--- config.mk ---
export PLATFORM = sky130hd
export DESIGN_NAME = shade_arbiter
export DESIGN_NICKNAME = d
export VERILOG_FILES = /design/src/rtl/shade_arbiter_pkg.sv /design/src/rtl/shade_channel_mul.sv /design/src/rtl/shade_arbiter.sv
export SDC_FILE = /design/constraint.sdc
export NUM_CORES = 1
export LEC_CHECK = 0
export BUFFER_PORTS_ARGS = -buffer_cell sky130_fd_sc_hd__buf_2
export CORE_UTILIZATION = 45
export CTS_BUF_LIST = sky130_fd_sc_hd__clkbuf_8
export DETAILED_ROUTE_END_ITERATION = 7
export PLACE_DENSITY_LB_ADDON = 0.08
export SYNTH_ARGS = -nofsm -noshare
export SYNTH_HDL_FRONTEND = slang
export SYNTH_SLANG_ARGS = --single-unit
--- constraint.sdc ---
create_clock -name clk -period 14.71 [get_ports clk]
set_input_delay 4.413 -clock clk [delete_from_list [all_inputs] [get_ports clk]]
set_output_delay 4.413 -clock clk [all_outputs]
set_load 0.02 [all_outputs]
--- src/rtl/shade_arbiter_pkg.sv ---
// Shared definitions for the shade arbiter: channel widths, source ids,
// and the 4x4 ordered-dither offset matrix.
package shade_arbiter_pkg;

    localparam int unsigned TEX_W   = 5;                // texel channel, 31 = 1.0
    localparam int unsigned GOU_W   = 9;                // gouraud channel, 256 = 1.0
    localparam int unsigned OUT_W   = 8;                // shaded output channel
    localparam int unsigned PROD_W  = TEX_W + GOU_W;    // 14-bit product
    localparam int unsigned SCALE_W = GOU_W;            // product[13:5], 0..495
    localparam int unsigned OFS_W   = 4;                // signed dither offset
    localparam int unsigned SUM_W   = SCALE_W + 2;      // signed sum with headroom

    typedef enum logic {
        SRC_A = 1'b0,
        SRC_B = 1'b1
    } src_e;

    // Dither offsets, element index {y,x}; row view:
    //   y0: -4  0 -3  1
    //   y1:  2 -2  3 -1
    //   y2: -3  1 -4  0
    //   y3:  3 -1  2 -2
    localparam logic [15:0][OFS_W-1:0] DITHER_MAT = 64'hE2F3_0C1D_F3E2_1D0C;

    function automatic logic signed [OFS_W-1:0] dither_offset(
        input logic [1:0] x,
        input logic [1:0] y
    );
        return $signed(DITHER_MAT[{y, x}]);
    endfunction

endpackage

--- src/rtl/shade_channel_mul.sv ---
// One colour channel of the shading pipeline.
// S1 registers the scaled texel*gouraud product, S2 adds the dither offset
// and clamps to 0..255.
// Ports: clk, rst (sync active-high), load (pipeline advance),
//        tex, gouraud (S1 operands), offset (S1-aligned dither offset),
//        color (registered S2 result).
module shade_channel_mul
    import shade_arbiter_pkg::*;
(
    input  logic                    clk,
    input  logic                    rst,
    input  logic                    load,
    input  logic [TEX_W-1:0]        tex,
    input  logic [GOU_W-1:0]        gouraud,
    input  logic signed [OFS_W-1:0] offset,
    output logic [OUT_W-1:0]        color
);

    logic [PROD_W-1:0]       prod;
    logic [SCALE_W-1:0]      scaled;
    logic signed [SUM_W-1:0] sum;
    logic [OUT_W-1:0]        clamped;
    logic                    unused_frac;

    assign prod        = PROD_W'(tex) * PROD_W'(gouraud);
    assign unused_frac = ^prod[PROD_W-SCALE_W-1:0];
    assign sum         = $signed({2'b00, scaled}) + SUM_W'(offset);

    // Negative sums clamp to 0, anything above 255 saturates.
    always_comb begin
        clamped = sum[OUT_W-1:0];
        if (sum[SUM_W-1]) begin
            clamped = '0;
        end else if (|sum[SUM_W-2:OUT_W]) begin
            clamped = '1;
        end
    end

    always_ff @(posedge clk) begin
        if (rst) begin
            scaled <= '0;
            color  <= '0;
        end else if (load) begin
            scaled <= prod[PROD_W-1:PROD_W-SCALE_W];
            color  <= clamped;
        end
    end

endmodule

--- src/rtl/shade_arbiter.sv ---
// Round-robin arbiter between the polygon (A) and rect/sprite (B) pixel paths
// feeding a 2-stage shading pipeline (S1 multiply, S2 dither + clamp).
// Optional feature: define SHADE_DITHER_EN to enable the 4x4 ordered dither.
// Ports: clk, i_rst (sync active-high); per requester X in {a,b}:
//        i_x_valid/o_x_ready, i_x_{r,g,b}Tex, i_x_noTexture,
//        i_x_{r,g,b}Gouraud, i_x_x, i_x_y, i_x_dither, i_x_tag;
//        result: o_valid/i_ready, o_r/o_g/o_b, o_src, o_tag; o_busy.
module shade_arbiter
    import shade_arbiter_pkg::*;
#(
    parameter int unsigned TAG_W = 8
) (
    input  logic             clk,
    input  logic             i_rst,
    input  logic             i_a_valid,
    output logic             o_a_ready,
    input  logic [TEX_W-1:0] i_a_rTex,
    input  logic [TEX_W-1:0] i_a_gTex,
    input  logic [TEX_W-1:0] i_a_bTex,
    input  logic             i_a_noTexture,
    input  logic [GOU_W-1:0] i_a_rGouraud,
    input  logic [GOU_W-1:0] i_a_gGouraud,
    input  logic [GOU_W-1:0] i_a_bGouraud,
    input  logic [1:0]       i_a_x,
    input  logic [1:0]       i_a_y,
    input  logic             i_a_dither,
    input  logic [TAG_W-1:0] i_a_tag,
    input  logic             i_b_valid,
    output logic             o_b_ready,
    input  logic [TEX_W-1:0] i_b_rTex,
    input  logic [TEX_W-1:0] i_b_gTex,
    input  logic [TEX_W-1:0] i_b_bTex,
    input  logic             i_b_noTexture,
    input  logic [GOU_W-1:0] i_b_rGouraud,
    input  logic [GOU_W-1:0] i_b_gGouraud,
    input  logic [GOU_W-1:0] i_b_bGouraud,
    input  logic [1:0]       i_b_x,
    input  logic [1:0]       i_b_y,
    input  logic             i_b_dither,
    input  logic [TAG_W-1:0] i_b_tag,
    output logic             o_valid,
    input  logic             i_ready,
    output logic [OUT_W-1:0] o_r,
    output logic [OUT_W-1:0] o_g,
    output logic [OUT_W-1:0] o_b,
    output logic             o_src,
    output logic [TAG_W-1:0] o_tag,
    output logic             o_busy
);

    logic                    advance;
    logic                    grant_a;
    logic                    grant_b;
    logic                    xfer;
    src_e                    rr_last;
    logic                    s1_valid;
    logic                    s1_src;
    logic [TAG_W-1:0]        s1_tag;
    logic signed [OFS_W-1:0] s1_offset;
    logic signed [OFS_W-1:0] offset_sel;
    logic [TEX_W-1:0]        tex_r, tex_g, tex_b;
    logic [GOU_W-1:0]        gou_r, gou_g, gou_b;
    logic [TAG_W-1:0]        tag_sel;

    // The pipe moves whenever the output slot is empty or being drained.
    assign advance = !o_valid || i_ready;

    // On conflict the requester that did not win last time gets the grant.
    assign grant_a = i_a_valid && (!i_b_valid || rr_last == SRC_B);
    assign grant_b = i_b_valid && (!i_a_valid || rr_last == SRC_A);

    assign o_a_ready = grant_a && advance && !i_rst;
    assign o_b_ready = grant_b && advance && !i_rst;
    assign xfer      = o_a_ready || o_b_ready;

    // Operand select; noTexture ORs the texel up to white.
    assign tex_r   = grant_b ? (i_b_rTex | {TEX_W{i_b_noTexture}}) : (i_a_rTex | {TEX_W{i_a_noTexture}});
    assign tex_g   = grant_b ? (i_b_gTex | {TEX_W{i_b_noTexture}}) : (i_a_gTex | {TEX_W{i_a_noTexture}});
    assign tex_b   = grant_b ? (i_b_bTex | {TEX_W{i_b_noTexture}}) : (i_a_bTex | {TEX_W{i_a_noTexture}});
    assign gou_r   = grant_b ? i_b_rGouraud : i_a_rGouraud;
    assign gou_g   = grant_b ? i_b_gGouraud : i_a_gGouraud;
    assign gou_b   = grant_b ? i_b_bGouraud : i_a_bGouraud;
    assign tag_sel = grant_b ? i_b_tag : i_a_tag;

`ifdef SHADE_DITHER_EN
    logic       dither_sel;
    logic [1:0] x_sel;
    logic [1:0] y_sel;

    assign dither_sel = grant_b ? i_b_dither : i_a_dither;
    assign x_sel      = grant_b ? i_b_x : i_a_x;
    assign y_sel      = grant_b ? i_b_y : i_a_y;
    assign offset_sel = dither_sel ? dither_offset(x_sel, y_sel) : '0;
`else
    logic unused_dither;

    assign unused_dither = ^{i_a_x, i_a_y, i_a_dither, i_b_x, i_b_y, i_b_dither};
    assign offset_sel    = '0;
`endif

    // Pipeline control, sideband and round-robin state.
    always_ff @(posedge clk) begin
        if (i_rst) begin
            rr_last   <= SRC_B;
            s1_valid  <= 1'b0;
            s1_src    <= 1'b0;
            s1_tag    <= '0;
            s1_offset <= '0;
            o_valid   <= 1'b0;
            o_src     <= 1'b0;
            o_tag     <= '0;
            o_busy    <= 1'b0;
        end else begin
            if (xfer) begin
                rr_last <= grant_b ? SRC_B : SRC_A;
            end
            if (advance) begin
                s1_valid  <= xfer;
                s1_src    <= grant_b;
                s1_tag    <= tag_sel;
                s1_offset <= offset_sel;
                o_valid   <= s1_valid;
                o_src     <= s1_src;
                o_tag     <= s1_tag;
            end
            // A stall implies o_valid is set, so the pipe stays busy.
            o_busy <= advance ? (xfer || s1_valid) : 1'b1;
        end
    end

    shade_channel_mul u_mul_r (
        .clk     (clk),
        .rst     (i_rst),
        .load    (advance),
        .tex     (tex_r),
        .gouraud (gou_r),
        .offset  (s1_offset),
        .color   (o_r)
    );

    shade_channel_mul u_mul_g (
        .clk     (clk),
        .rst     (i_rst),
        .load    (advance),
        .tex     (tex_g),
        .gouraud (gou_g),
        .offset  (s1_offset),
        .color   (o_g)
    );

    shade_channel_mul u_mul_b (
        .clk     (clk),
        .rst     (i_rst),
        .load    (advance),
        .tex     (tex_b),
        .gouraud (gou_b),
        .offset  (s1_offset),
        .color   (o_b)
    );

endmodule

==> results of run 1 <==
path summary, 6_finish.rpt:
| check | end | cells past startpoint | from | slack (ns) |
|---|---|---|---|---|
| min reg2reg | o_tag[2]$_SDFFE_PP0N_ | 2 | s1_tag[2]$_SDFFE_PP0N_ | 0.45 |
| min | o_tag[2]$_SDFFE_PP0N_ | 2 | s1_tag[2]$_SDFFE_PP0N_ | 0.45 |
| max | o_b_ready | 6 | i_ready | 4.21 |
| max reg2reg | u_mul_r.scaled[8]$_SDFFE_PP0N_ | 16 | rr_last$_SDFFE_PP1P_ | 8.97 |
through the flow:
stage	util	hold slack [ns]	total power [mW]	setup slack (ns)	std cells
after floorplan	-	0.426	0.915	4.84	860
after global placement	0.527	0.435	1.09	4.16	1157
after detailed placement	0.527	0.444	1.10	4.17	1157
after CTS	0.539	0.452	1.24	4.17	1173
after global routing	0.539	0.473	1.38	3.97	1173
final	0.539	0.447	1.23	4.21	1173
Yosys cell counts, types with 2 or more instances:
| library cell | number | area, um2 |
|---|---|---|
| xor2_1 | 12 | 105 |
| a2111o_1 | 4 | 45.0 |
| nand3_1 | 4 | 20.0 |
| nand2b_1 | 24 | 150 |
| a211oi_2 | 2 | 25.0 |
| o31ai_1 | 17 | 128 |
| a21oi_1 | 34 | 170 |
| nand2_1 | 95 | 357 |
| a41oi_1 | 2 | 17.5 |
| inv_1 | 90 | 338 |
| or2_2 | 17 | 106 |
| ha_1 | 60 | 751 |
| nor2b_1 | 8 | 50.1 |
| or3b_2 | 2 | 17.5 |
| clkbuf_1 | 31 | 116 |
| dfxtp_1 | 73 | 1460 |
| a211oi_1 | 3 | 22.5 |
| or3_1 | 18 | 113 |
| a32o_1 | 4 | 40.0 |
| buf_1 | 6 | 22.5 |
| a311oi_1 | 8 | 70.1 |
| nand4_1 | 3 | 18.8 |
| and3_1 | 4 | 25.0 |
| nor3_1 | 62 | 310 |
| mux2i_1 | 29 | 290 |
| o211ai_1 | 5 | 37.5 |
| a21o_1 | 11 | 82.6 |
| a31oi_1 | 4 | 25.0 |
| o21ai_0 | 22 | 110 |
| nor4_1 | 2 | 12.5 |
| nor2_1 | 125 | 469 |
| o21a_1 | 5 | 37.5 |
| fa_1 | 60 | 1200 |
flip-flops by register name (all words and copies together), names as in the netlist, 8 cells and up:
| signal | flops |
|---|---|
| u_mul_g.color | 8 |
| u_mul_g.scaled | 9 |
| u_mul_b.color | 8 |
| s1_tag | 8 |
| u_mul_r.scaled | 9 |
| u_mul_r.color | 8 |
| u_mul_b.scaled | 9 |
| o_tag | 8 |
kinds of logic after synthesis:
logic type,share of synthesized area
xor gates and xnor gates,0.0166
buffers and inverters,0.0711
DFF,0.213
AOI/OAI and AO/OA,0.130
and+or+nand+nor,0.243
muxes,0.0423
adders and majority gates,0.284
worst max-delay path, delay by kind of cell:
| kind | cells | cell delay, ns |
|---|---|---|
| buffers and inverters | 3 | 0.82 |
| and+or+nand+nor | 3 | 0.83 |
cell type report:
cell class,count,share of cell area
tap,184,0.0291
multi-input combinational,659,0.624
timing repair buffer,151,0.0980
sequential,73,0.185
inverter,90,0.0427
clock buffer,10,0.0174
clock inverter,6,0.00443
power groups by stage:
stage / combinational, mW / clock (mW) / sequential [mW]
floorplan: 0.608 / 0 / 0.306
global placement: 0.804 / 0 / 0.290
detailed placement: 0.808 / 0 / 0.292
CTS: 0.814 / 0.141 / 0.287
global route: 0.936 / 0.150 / 0.295
finish: 0.803 / 0.136 / 0.287
per-layer routing:
layer,part of all wire,wire (um)
met2,0.46,7160
met5,0,0
met3,0.032,502
met1,0.51,7960
met4,0.0050,78
==> results.py, run 1 <==
metrics = {
    "run_status": {
        "status": "finished, violations left",
        "violations": "DRC",
    },
    "power": {
        "switching_power_mw": 0.555,
        "p_sw_frac": 0.452,
        "p_clk_frac": 0.111,
        "comb_power_share": 0.655,
        "ir_worst_vdd_mv": 0.0684,
        "power.density_mw_per_mm2": 155,
        "cellLeakagePower_nw": 4.04,
        "seqPwrFrac": 0.234,
        "intPower_mw": 0.672,
    },
    "yosys": {
        "avgSynthCellArea_um2": 7.98,
        "yosysWarnings": 0,
        "ys_types": 47,
        "netlist_instances": 860,
        "ys_ff_latch": 73,
        "netlist_area_mm2": 0.00687,
        "synth-edff-count": 0,
        "async_flop_share": 0,
        "synth_ff_type": "dfxtp_1",
        "synth_nets": 1097,
        "ys_seq_area_frac": 0.213,
    },
    "detailed_routing": {
        "via_per_inst": 5.11,
        "drt_pre_antenna_iters": 8,
        "drt_wl_total_um": 15700,
        "drcViolationCount": 10,
        "wl_per_cell_um": 13.4,
        "vias": 5998,
        "ant_nets": 0,
        "drtIter0Drc": 295,
    },
    "finish": {
        "nFillCells": 1497,
        "area_growth_pct": 15.3,
        "layout_common_cells": "143 x buf_2, 125 x nor2_1, 95 x nand2_1",
        "fin_nets": 1221,
        "multiInputGateArea_mm2": 0.00494,
        "n_antenna_cell": 0,
        "final_common_cell": "buf_2",
        "drive_above_1_share": 0.196,
        "final-seq-area_mm2": 0.00146,
        "final_area_mm2": 0.00792,
    },
    "clocking": {
        "cts_setup_buffers": 0,
        "cts.sinks": 73,
        "hold_buffers": 0,
        "clock_path_buffers": 2,
        "cts_tree": "done",
        "clk-insertion-delay-late_ns": 0.33,
        "htreeDepth": 3,
        "clk_pin_slew_ns": 0.08,
        "cts-root-buf": "clkbuf_8",
        "numCtsBuffers": 9,
        "cts.repair.resized": 0,
    },
    "grt": {
        "grt_max_degree": 64,
        "grt_use_met2": 0.349,
        "grtUsageMet3": 0.0184,
        "grt_usage": 0.211,
        "grt_use_met1": 0.297,
        "grt_pass1_wl_um": 27700,
        "first_global_vias": 5895,
        "antenna_found_initial": 0,
        "grt_overflow": 0,
        "top_usage_layer": "met2",
    },
    "worst_setup_path": {
        "cpPeakStageDelay_ns": 0.51,
        "worstPathArrival_ns": 6.08,
        "crit_type": "in -> out",
        "critPathRequiredTime_ns": 10.30,
        "start_kind": "primary input",
        "path_max_fanout": 63,
        "cp_slowest_cell": "buf_4",
        "crit_top_cell": "buf_2",
        "crit_chain": "buf_2, nand2b_2, buf_4, nand2b_1, nor2_1, buf_2",
        "cp-end-kind": "output port",
    },
    "place": {
        "dp_hpwl_um": 12200,
        "port_buffers": 143,
        "postPlaceCellArea_mm2": 0.00774,
        "gp_congestion": 0.791,
    },
    "timing": {
        "tns_ns": 0,
        "slew_violations": 0,
        "finalCritPeriodShare": 0.714,
        "setup_viol": 0,
        "slew_headroom": 0.217,
        "final.setup_skew_ns": 0.00858,
        "finalHoldViolCount": 0,
        "worst_pin_slew_ns": 1.16,
        "rsz0062_at_grt": "no",
        "fin_crit_ns": 10.50,
        "clock.fmax_ghz": 0.0953,
    },
    "floorplan": {
        "chipHeight_um": 126,
        "die_x_um": 126,
        "num_rows": 44,
        "dieArea_mm2": 0.0158,
        "start_util": 0.467,
        "core_mm2": 0.0147,
        "ios": 154,
    },
    "hold_path": {
        "hold_class": "reg -> reg",
    },
    "flow_run": {
        "maxCapViolCount": 0,
    },
}
Note: power is estimated with default switching activity, not from simulation.
==> inputs of run 2 (changes only) <==
==> constraint.sdc (replaced) <==
create_clock -name clk -period 9.8 [get_ports clk]
set_input_delay 2.94 -clock clk [delete_from_list [all_inputs] [get_ports clk]]
set_output_delay 2.94 -clock clk [all_outputs]
set_load 0.02 [all_outputs]
==> results.py, run 2 (synthesis gave the netlist of run 1 again) <==
metrics = {
    "worst_setup_path": {
        "critPathRequiredTime_ns": 10.01,
        "path_max_fanout": 23,
        "worstPathArrival_ns": 8.09,
        "crit_type": "in -> reg",
        "start_kind": "primary input",
        "cp-end-kind": "flip-flop",
    },
    "detailed_routing": {
        "via_per_inst": 5.21,
        "drt_pre_antenna_iters": 8,
        "drcViolationCount": 10,
        "wl_per_cell_um": 13.7,
        "drtIter0Drc": 300,
        "ant_nets": 0,
        "drt_wl_total_um": 16000,
        "vias": 6104,
    },
    "clocking": {
        "clock_path_buffers": 2,
        "htreeDepth": 3,
        "cts-root-buf": "clkbuf_8",
        "numCtsBuffers": 9,
        "clk_pin_slew_ns": 0.07,
        "cts_setup_buffers": 0,
        "clk-insertion-delay-late_ns": 0.34,
        "hold_buffers": 0,
        "cts.sinks": 73,
        "cts.repair.resized": 0,
        "cts_tree": "done",
    },
    "timing": {
        "rsz0062_at_grt": "no",
        "tns_ns": 0,
        "worst_pin_slew_ns": 1.20,
        "clock.fmax_ghz": 0.127,
        "finalHoldViolCount": 0,
        "holdWs_ns": 0.449,
        "slew_headroom": 0.192,
        "finalCritPeriodShare": 0.804,
        "fin_crit_ns": 7.88,
        "final.setup_skew_ns": 0.00759,
        "setup_viol": 0,
        "slew_violations": 0,
        "setup_ws_ns": 1.92,
    },
    "finish": {
        "n_antenna_cell": 0,
        "fin_nets": 1221,
        "multiInputGateArea_mm2": 0.00494,
        "final_common_cell": "buf_2",
        "final_area_mm2": 0.00794,
        "area_growth_pct": 15.6,
        "instances_no_fill": 1172,
        "post-route-util": 0.540,
        "biggestRegsByFlops": "u_mul_b.scaled x9, u_mul_g.scaled x9, u_mul_r.scaled x9",
        "drive_above_1_share": 0.195,
        "nFillCells": 1497,
        "layout_common_cells": "143 x buf_2, 125 x nor2_1, 95 x nand2_1",
        "final-seq-area_mm2": 0.00146,
    },
    "floorplan": {
        "dieArea_mm2": 0.0158,
        "core_mm2": 0.0147,
        "chipHeight_um": 126,
        "die_x_um": 126,
        "num_rows": 44,
        "ios": 154,
        "start_util": 0.467,
    },
    "power": {
        "fin_total_pwr_mw": 1.87,
        "ir_worst_vdd_mv": 0.106,
        "power.density_mw_per_mm2": 235,
        "cellLeakagePower_nw": 4.05,
    },
    "grt": {
        "antenna_found_initial": 0,
        "grt_usage": 0.212,
        "first_global_vias": 5803,
        "grt_pass1_wl_um": 27600,
        "grt_max_degree": 63,
        "grt_overflow": 0,
    },
    "place": {
        "postPlaceCellArea_mm2": 0.00774,
        "port_buffers": 143,
        "gp_congestion": 0.802,
        "dp_hpwl_um": 12500,
        "preCtsSetupSlack_ns": 1.59,
        "dp_cells": 1157,
    },
    "flow_run": {
        "maxCapViolCount": 0,
    },
    "run_status": {
        "status": "finished, violations left",
        "violations": "DRC",
    },
    "hold_path": {
        "hold_class": "reg -> reg",
    },
}
-- run 2: changes by cell type in the layout (fill, tap and decap cells not counted), sizes merged --
cell | previous run | this run
bufinv | 0 | 1
clkbuf | 10 | 11
clkinv | 4 | 2
clkinvlp | 1 | 0
-- run 2: critical path, cell delays in order --
cell and delay, ns:
buf_2 0.12, a21boi_4 0.18, buf_4 0.26, o31ai_1 0.95, nor2_1 0.18, fa_1 0.54
fa_1 0.49, inv_1 0.05, fa_1 0.47, inv_1 0.05, ha_1 0.32, nand4_1 0.13
nor4_1 0.08, o21ai_0 0.45, nand3_1 0.22, a221oi_1 0.32, xor2_1 0.22, o21ai_0 0.09
-- run 2: layer usage --
metal  up-vias  share of wire  track usage  routed length [um]
li1       3134              -            -                   -
met1      2829           0.51        0.309                8190
met2       130           0.44        0.340                7090
met3        11          0.038       0.0184                 611
met4         0         0.0082       0.0481                 131
met5         -              0            0                   0
-- run 2: final cells by class --
class,count,share of cell area
flip-flops and latches,73,0.184
repair buffers,151,0.0977
multi-input cells,659,0.622
clock buffers,11,0.0191
clock inverters,4,0.00552
well taps,184,0.0290
inverters,90,0.0426
-- run 2: final timing paths --
kind	from	endpoint	slack (ns)	cells after the start
worst min-delay path	o_tag[5]$_SDFFE_PP0N_	o_tag[5]$_SDFFE_PP0N_	0.45	2
worst max register to register	rr_last$_SDFFE_PP1P_	u_mul_r.scaled[8]$_SDFFE_PP0N_	4.28	17
worst max-delay path	i_b_valid	u_mul_r.scaled[8]$_SDFFE_PP0N_	1.92	18
worst min register to register	o_tag[5]$_SDFFE_PP0N_	o_tag[5]$_SDFFE_PP0N_	0.45	2
-- run 2: report_power, final --
group,internal [mW],switching [mW]
logic,0.528,0.677
registers,0.382,0.0479
clock network,0.128,0.104
